--- src/rtl/lcd_cmd_dispatcher.sv ---
// lcd_cmd_dispatcher: buffers host commands and issues them to the LCD controller when it is idle.
// Define LCD_DISP_STATS_EN to build the saturating issued_cnt counter.
module lcd_cmd_dispatcher #(
  parameter int DEPTH = 8,
  parameter int CNT_W = 4
) (
  input  logic             clk,
  input  logic             reset,
  input  logic [3:0]       in_cmd,
  input  logic             in_valid,
  output logic             in_ready,
  output logic [3:0]       cmd,
  output logic             cmd_valid,
  input  logic             busy,
  input  logic             done,
  output logic [CNT_W-1:0] fifo_count,
  output logic             seq_done,
  output logic [7:0]       issued_cnt
);
  localparam int AW = $clog2(DEPTH);
  typedef enum logic [1:0] {IDLE, GUARD, WAIT_DONE, FIN} state_t;
  state_t state, state_nx;
  logic [3:0] mem [DEPTH];
  logic [AW-1:0] wr_ptr, rd_ptr;
  logic [3:0] head;
  logic push, pop, issue, flush, full, empty;
  assign full = fifo_count == CNT_W'(DEPTH);
  assign empty = fifo_count == '0;
  assign head = mem[rd_ptr];
  assign in_ready = !full && state != FIN;
  assign push = in_valid && in_ready;
  always_comb begin
    pop = state == IDLE && !empty && !busy;
    issue = pop && head < 4'd12;
    flush = state == WAIT_DONE && done;
    state_nx = state == GUARD ? IDLE : flush ? FIN : !issue ? state : head == 4'd0 ? WAIT_DONE : GUARD;
  end
  always_ff @(posedge clk) begin
    if (reset) begin
      state <= IDLE;
      cmd <= '0;
      cmd_valid <= 1'b0;
      seq_done <= 1'b0;
    end else begin
      state <= state_nx;
      cmd_valid <= issue;
      if (issue) cmd <= head;
      if (flush) seq_done <= 1'b1;
    end
  end
  // Entering FIN drops whatever is still queued, including a push in the same cycle.
  always_ff @(posedge clk) begin
    if (reset || flush) begin
      wr_ptr <= '0;
      rd_ptr <= '0;
      fifo_count <= '0;
    end else begin
      if (push) wr_ptr <= wr_ptr + AW'(1);
      if (pop) rd_ptr <= rd_ptr + AW'(1);
      fifo_count <= fifo_count + CNT_W'(push) - CNT_W'(pop);
    end
  end
  always_ff @(posedge clk) if (push) mem[wr_ptr] <= in_cmd;
`ifdef LCD_DISP_STATS_EN
  always_ff @(posedge clk) begin
    if (reset) issued_cnt <= '0;
    else if (issue && issued_cnt != 8'hFF) issued_cnt <= issued_cnt + 8'd1;
  end
`else
  assign issued_cnt = '0;
`endif
endmodule

--- config.mk ---
export PLATFORM = sky130hd
export DESIGN_NAME = lcd_cmd_dispatcher
export DESIGN_NICKNAME = d
export VERILOG_FILES = /design/src/rtl/lcd_cmd_dispatcher.sv
export SDC_FILE = /design/constraint.sdc
export NUM_CORES = 1
export LEC_CHECK = 0
export CELL_PAD_IN_SITES_DETAIL_PLACEMENT = 0
export CELL_PAD_IN_SITES_GLOBAL_PLACEMENT = 2
export CORE_AREA = 2 2 93 95
export DETAILED_ROUTE_END_ITERATION = 8
export DIE_AREA = 0 0 95 97
export GPL_TIMING_DRIVEN = 1
export PLACE_DENSITY = 0.68
export SETUP_SLACK_MARGIN = 0.1
export SKIP_CTS_REPAIR_TIMING = 1
export SLEW_MARGIN = 20
export SYNTH_ARGS = -nofsm -noshare
export SYNTH_HDL_FRONTEND = slang
export SYNTH_SLANG_ARGS = --single-unit
--- constraint.sdc ---
create_clock -name clk -period 2.8 [get_ports clk]
set_input_delay 0.56 -clock clk [delete_from_list [all_inputs] [get_ports clk]]
set_output_delay 0.56 -clock clk [all_outputs]
set_load 0.005 [all_outputs]
==> qor.yml, run 1 <==
sta:
  rsz0062_at_grt: "false"
  skew_ps: 8.14
  tightestPinTransition_ps: 532
  min_period_ps: 2530
  finalHoldViolCount: 0
  fin_tns_setup_ps: 0
  maxSlewViolCount: 0
  hold_ws_ps: 486
  setup_viol: 0
  fmax_mhz: 395
  fin_crit_sh_pct: 90.5
  relSlewSlack_pct: 64.5
  post-route-worst-setup-slack_ps: 266
critical_path:
  crit_fanout: 3
  worst_ep_arrival_time_ps: 1970
  crit_type: "reg -> out"
  crit_required_ps: 2240
  cp-start-kind: "flop"
  endpoint_kind: "output port"
synth:
  ys_ff_latch: 53
  yosys_warnings: 0
  yosys.area.top_type_share_pct: 41.7
  synth.avg_cell_area_um2: 14.1
  postSynthCellCount: 163
  yosysTopAreaCell: "edfxtp_1"
  syn_area_mm2: 0.00230
  synth_cell_types: 37
  netlist_top_cells_area: "edfxtp_1 42%, dfxtp_1 18%, mux4_1 4.6%, ha_1 4.3%, mux4_2 3.9%"
  ys_seq_area_share_pct: 60.0
routing:
  via_count: 1208
  met2_length_mm: 1.77
  route.met3.wl_um: 128
  routedWlPerCell_um: 12.9
  wl_met1_mm: 1.79
  dr.first_iter.drc_count: 33
  wl_mm: 3.76
  firstDrtPassIters: 4
  drc: 0
  ant_nets: 0
  viasPerCell: 4.14
  topRoutingLayerUsed: "met4"
die:
  rows: 33
  die_area_mm2: 0.00922
  fp.coreArea_mm2: 0.00813
  die_h_um: 97
  io_pins: 28
  die_w_um: 95
  initial_core_util_pct: 28.3
place:
  post_dp_cell_area_mm2: 0.00259
  dp_hpwl_mm: 2.79
  portBuffers: 19
  dp_slack_ps: 208
  gp_congestion: 0.667
clock_network:
  cts_tree: "built"
  root_buffer: "clkbuf_8"
  clk_pin_slew_worst_paths_ps: 100
  cts_buffer_depth: 2
  htree_levels: 2
  cts_sinks: 53
  cts-buffers-inserted: 5
  clock_latency_ps: 300
hold_path:
  worst_hold_path_type: "reg -> reg"
global_route:
  grt_usage_pct: 9.08
  grt_max_degree: 18
  grt_pass1_vias: 1242
  grt_pass1_wl_mm: 6.37
  overflow: 0
  antenna_found_initial: 0
run:
  drv_cap: 0
power:
  ir_worst_vdd_v: 0.000210
  power_density_mw_per_mm2: 811
  power.leakage_nw: 0.924
final_layout:
  final_common_cell: "edfxtp_1"
  stdcell_area_mm2: 0.00268
  layout-drive-gt1-share_pct: 14.4
  layout.nets: 204
  post-route-util_pct: 32.9
  antenna_cells: 0
  n_fill_cell: 792
  final_cell_mix: "32 x edfxtp_1, 23 x nor2_1, 21 x dfxtp_1, 19 x clkdlybuf4s50_1"
  synthToLayoutAreaGrowth_pct: 16.2
run_status:
  status: "finished clean"
[registers in the layout, summed over array words and instances (netlist names), named ones only]
register and flops:
cmd 4, cmd_valid 1, fifo_count 4, mem 32, rd_ptr 3, seq_done 1, state 2, wr_ptr 3
[power breakdown]
| group | internal (W) | switching [W] | leakage, nW |
|---|---|---|---|
| sequential | 0.000933 | 0.000102 | 0.462 |
| combinational | 0.000391 | 0.000319 | 0.417 |
| clock | 0.000178 | 0.000249 | 0.0445 |
| total | 0.00150 | 0.000670 | 0.924 |
[synth_stat cells]
| cell type | n |
|---|---|
| a211oi_1 | 3 |
| a21o_1 | 1 |
| a21oi_1 | 4 |
| a21oi_4 | 1 |
| and2_1 | 1 |
| and4_1 | 1 |
| buf_1 | 1 |
| buf_2 | 1 |
| buf_4 | 8 |
| buf_6 | 1 |
| clkbuf_1 | 2 |
| conb_1 | 1 |
| dfxtp_1 | 21 |
| edfxtp_1 | 32 |
| fa_1 | 1 |
| ha_1 | 8 |
| inv_1 | 8 |
| mux2_4 | 2 |
| mux2i_1 | 4 |
| mux2i_4 | 2 |
| mux4_1 | 4 |
| mux4_2 | 4 |
| nand2_1 | 4 |
| nand2b_1 | 3 |
| nand3_1 | 2 |
| nand4_1 | 2 |
| nor2_1 | 23 |
| nor2b_1 | 2 |
| nor3_1 | 2 |
| o21ai_0 | 1 |
| o21ai_4 | 1 |
| o31ai_2 | 2 |
| or2_2 | 3 |
| or3_1 | 1 |
| or3b_2 | 1 |
| xnor2_1 | 4 |
| xor2_1 | 1 |
[cell families (layout without fill, tap and decap cells)]
family | after synthesis | after routing | synth area share (%)
muxes | 16 | 16 | 13.5
other | 1 | 8 | 0.163
and+or+nand+nor | 45 | 45 | 9.29
DFF | 53 | 53 | 60.0
buffers and inverters | 21 | 38 | 5.11
adders and majority gates | 9 | 9 | 5.21
AOI/OAI and AO/OA | 13 | 13 | 4.89
xor gates and xnor gates | 5 | 5 | 1.90
[layer usage]
| metal | up-vias | global-route usage (%) |
|---|---|---|
| met1 | 562 | 11.9 |
| met2 | 29 | 14.2 |
| li1 | 612 | - |
| met5 | - | 0 |
| met4 | 0 | 4.01 |
| met3 | 5 | 2.18 |
[path summary, 6_finish.rpt]
kind	endpoint	slack (ps)	cells past startpoint	startpoint
setup / recovery	in_ready	270	5	fifo_count[2]
hold / removal	seq_done	490	2	seq_done
hold reg to reg	seq_done	490	2	seq_done
setup reg to reg	fifo_count[3]	410	11	fifo_count[2]
[critical path, stage by stage (launching register included)]
cell             delay, ps
dfxtp_1                340
inv_1                  110
ha_1                   140
or3b_2                 460
and2_1                 170
clkdlybuf4s50_1        450
[through the flow]
| stage | total power [W] | instances |
|---|---|---|
| detailed placement | 0.00177 | 284 |
| CTS | 0.00221 | 292 |
| finish | 0.00217 | 292 |
| global placement | 0.00176 | 284 |
| floorplan | 0.00156 | 170 |
| global route | 0.00233 | 292 |
[area by class of cell]
| cell class | count | area (um2) | share of cell area, % |
|---|---|---|---|
| Clock buffer | 5 | 68.8 | 2.57 |
| Timing Repair Buffer | 22 | 213 | 7.95 |
| Inverter | 8 | 30.0 | 1.12 |
| Clock inverter | 3 | 21.3 | 0.795 |
| Sequential cell | 53 | 1380 | 51.6 |
| Multi-Input combinational cell | 96 | 831 | 31.0 |
| Tap cell | 105 | 131 | 4.91 |
(Power assumes the default switching activity.)
==> run 2, diff against run 1 <==
ABC_AREA = 1   (was unset)
CORE_AREA = 2 2 97 99   (was 2 2 93 95)
DIE_AREA = 0 0 99 101   (was 0 0 95 97)
PLACE_DENSITY = 0.75   (was 0.68)
==> run 2 against run 1 <==
  * Worst hold slack worse by 35 ps
  * Sequential cell count stayed put
  * Area after synthesis is 9.4% higher
  * First-iteration DRC count is 33% higher
  * Combinational power is 48% higher
  * Register-to-register slack better by 80 ps
  * Fmax is 9.7% higher
  * Non-clock buffer count is 1 lower
  * Cell count is 42% higher
  * Largest cell class unchanged
  * Largest power group unchanged
  * Highest routed layer unchanged
==> qor.yml, run 2 <==
synth:
  syn_area_mm2: 0.00252  # +9.4%
  synth_most_common_cell: "nand2_1"
  netlist_top_cells_area: "edfxtp_1 38%, dfxtp_1 17%, nand2_1 9.2%, inv_1 7.4%, nor2_1 4.8%"
  ys_ff_latch: 53  # unchanged
  synthFlopType: "edfxtp_1"
  yosys_warnings: 0  # unchanged
  synthTopCellsByCount: "62 x nand2_1, 50 x inv_1, 32 x edfxtp_1, 32 x nor2_1, 21 x dfxtp_1"
  postSynthCellCount: 280  # +72%
  synth_cell_types: 28  # -24%
  yosysTopAreaCell: "edfxtp_1"
  ys_seq_area_share_pct: 54.8  # -5.2 points
  synth_async_sr_flop_share_pct: 0  # unchanged
  synth-edff-count: 32  # unchanged
  synth.avg_cell_area_um2: 9.00  # -36%
  yosys.area.top_type_share_pct: 38.1  # -3.6 points
die:
  rows: 35  # +6.1%
  die_area_mm2: 0.0100  # +8.5%
  die_h_um: 101  # +4.1%
  io_pins: 28  # unchanged
  die_w_um: 99  # +4.2%
  initial_core_util_pct: 28.1  # -0.25 points
  fp.coreArea_mm2: 0.00898  # +10%
sta:
  relSlewSlack_pct: 56.3  # -8.2 points
  fmax_mhz: 433  # +9.7%
  hold_ws_ps: 451  # -34.8 ps
  min_period_ps: 2310  # -225 ps
  skew_ps: 3.94  # -4.20 ps
  fin_tns_setup_ps: 0  # unchanged
  fin_crit_sh_pct: 82.5  # -8.0 points
  maxSlewViolCount: 0  # unchanged
  finalHoldViolCount: 0  # unchanged
  rsz0062_at_grt: "false"
  setup_viol: 0  # unchanged
  tightestPinTransition_ps: 655  # +123 ps
power:
  power.leakage_nw: 1.25  # +35%
  power_density_mw_per_mm2: 896  # +10%
  ir_worst_vdd_v: 0.000201  # -4.5%
  p_total_w: 0.00258  # +19%
final_layout:
  antenna_cells: 0  # unchanged
  largest_register_ffs: 32  # unchanged
  synthToLayoutAreaGrowth_pct: 14.4
  layout-drive-gt1-share_pct: 9.87  # -4.6 points
  stdcell_area_mm2: 0.00288  # +7.7%
  max_flop_register: "mem"
  largestRegisters: "mem x32, cmd x4, fifo_count x4"
  final_common_cell: "nand2_1"
  layout.nets: 321  # +57%
  final_cell_mix: "62 x nand2_1, 50 x inv_1, 32 x nor2_1, 32 x edfxtp_1, 21 x dfxtp_1"
  post-route-util_pct: 32.1  # -0.79 points
global_route:
  antenna_found_initial: 0  # unchanged
  overflow: 0  # unchanged
  grt_usage_pct: 10.2  # +1.1 points
  grt_pass1_vias: 1615  # +30%
  grt_max_degree: 19  # +1
  grt_pass1_wl_mm: 7.73  # +21%
place:
  portBuffers: 19  # unchanged
  post_dp_cell_area_mm2: 0.00279  # +7.8%
  dp_hpwl_mm: 3.43  # +23%
  gp_congestion: 0.703  # +5.3%
critical_path:
  reg2reg_slack_ps: 490  # +80 ps
  cp-start-kind: "flop"
  slowest_stage: "fa_1"
  crit_type: "reg -> reg"
  crit_fanout: 7  # +4
  endpoint_kind: "flop"
  crit_top_cell: "ha_1"
  worst_ep_arrival_time_ps: 2510  # +540 ps
  crit_path_max_incr_delay_ps: 400  # -60 ps
  crit_required_ps: 3000  # +760 ps
  path_cells: "inv_1, ha_1, a22oi_2, nand2_1, ha_1, inv_1, ha_1, fa_1, xnor2_1, nor2_1"
clock_network:
  cts_sinks: 53  # unchanged
  clk_pin_slew_worst_paths_ps: 100  # about the same
  cts-buffers-inserted: 5  # unchanged
  htree_levels: 2  # unchanged
  cts_tree: "built"
  cts_buffer_depth: 2  # unchanged
  clock_latency_ps: 300  # about the same
  root_buffer: "clkbuf_8"
routing:
  firstDrtPassIters: 4  # unchanged
  dr.first_iter.drc_count: 44  # +33%
  routedWlPerCell_um: 10.8  # -16%
  viasPerCell: 3.97  # -4.1%
  ant_nets: 0  # unchanged
  drc: 0  # unchanged
  wl_mm: 4.47  # +19%
  via_count: 1646  # +36%
run:
  drv_cap: 0  # unchanged
run_status:
  status: "finished clean"
hold_path:
  worst_hold_path_type: "reg -> reg"
run 2: cell count changes after synthesis, moves of 5 or more:
cell and delta:
nand2_1 +58, inv_1 +42, nand3_1 +17, nand2_2 +9
nor2_1 +9, o21ai_0 +5
run 2: per-layer routing:
metal	vias to the layer above	GRT usage, %	wire length, um
met4	0	4.21	83
li1	898	-	-
met2	25	17.0	2170
met5	-	0	0
met3	8	2.84	168
met1	715	12.3	2050
run 2: worst paths after layout:
path | cells after the start | startpoint | to
worst max register to register | 10 | fifo_count[2] | fifo_count[2]
worst min-delay path | 1 | rd_ptr[2] | rd_ptr[2]
worst max-delay path | 10 | fifo_count[2] | fifo_count[2]
worst min register to register | 1 | rd_ptr[2] | rd_ptr[2]
run 2: layout make-up:
type / instances / area [um2]
Multi-Input combinational cell: 170 / 860
Fill cell: 948 / 6090
Tap cell: 111 / 139
Inverter: 52 / 203
Timing Repair Buffer: 21 / 205
Sequential cell: 53 / 1380
Clock buffer: 5 / 68.8
Clock inverter: 3 / 26.3
run 2: power by group:
| part | internal, W | switching, W | total, W |
|---|---|---|---|
| sequential | 0.000967 | 0.000126 | 0.00109 |
| clock | 0.000183 | 0.000262 | 0.000445 |
| combinational | 0.000458 | 0.000588 | 0.00105 |
| total | 0.00161 | 0.000976 | 0.00258 |
run 2: per-stage QoR:
step | instances | setup WS (ps)
2_1_floorplan | 287 | 558
3_3_place_gp | 407 | 307
3_5_place_dp | 407 | 279
4_1_cts | 415 | 440
5_1_grt | 415 | 293
6_report | 415 | 491
run 2: cells by family (layout without fill, tap and decap cells):
| group | Yosys count | in the layout | synth area share (%) |
|---|---|---|---|
| AO/OA/AOI/OAI | 18 | 18 | 3.87 |
| XOR/XNOR | 1 | 1 | 0.348 |
| adder cells (fa/ha/maj) | 9 | 9 | 4.77 |
| buffers and inverters | 64 | 81 | 12.1 |
| flip-flops | 53 | 53 | 54.8 |
| other | 1 | 8 | 0.149 |
| AND/OR/NAND/NOR | 134 | 134 | 23.9 |
run 2: worst max-delay path: cells and delay by family, from the launching register on:
| kind | cells | cell delay, ps |
|---|---|---|
| and+or+nand+nor | 2 | 260 |
| DFF | 1 | 340 |
| xor gates and xnor gates | 1 | 150 |
| adders and majority gates | 4 | 1130 |
| AOI/OAI and AO/OA | 1 | 210 |
| buffers and inverters | 2 | 110 |
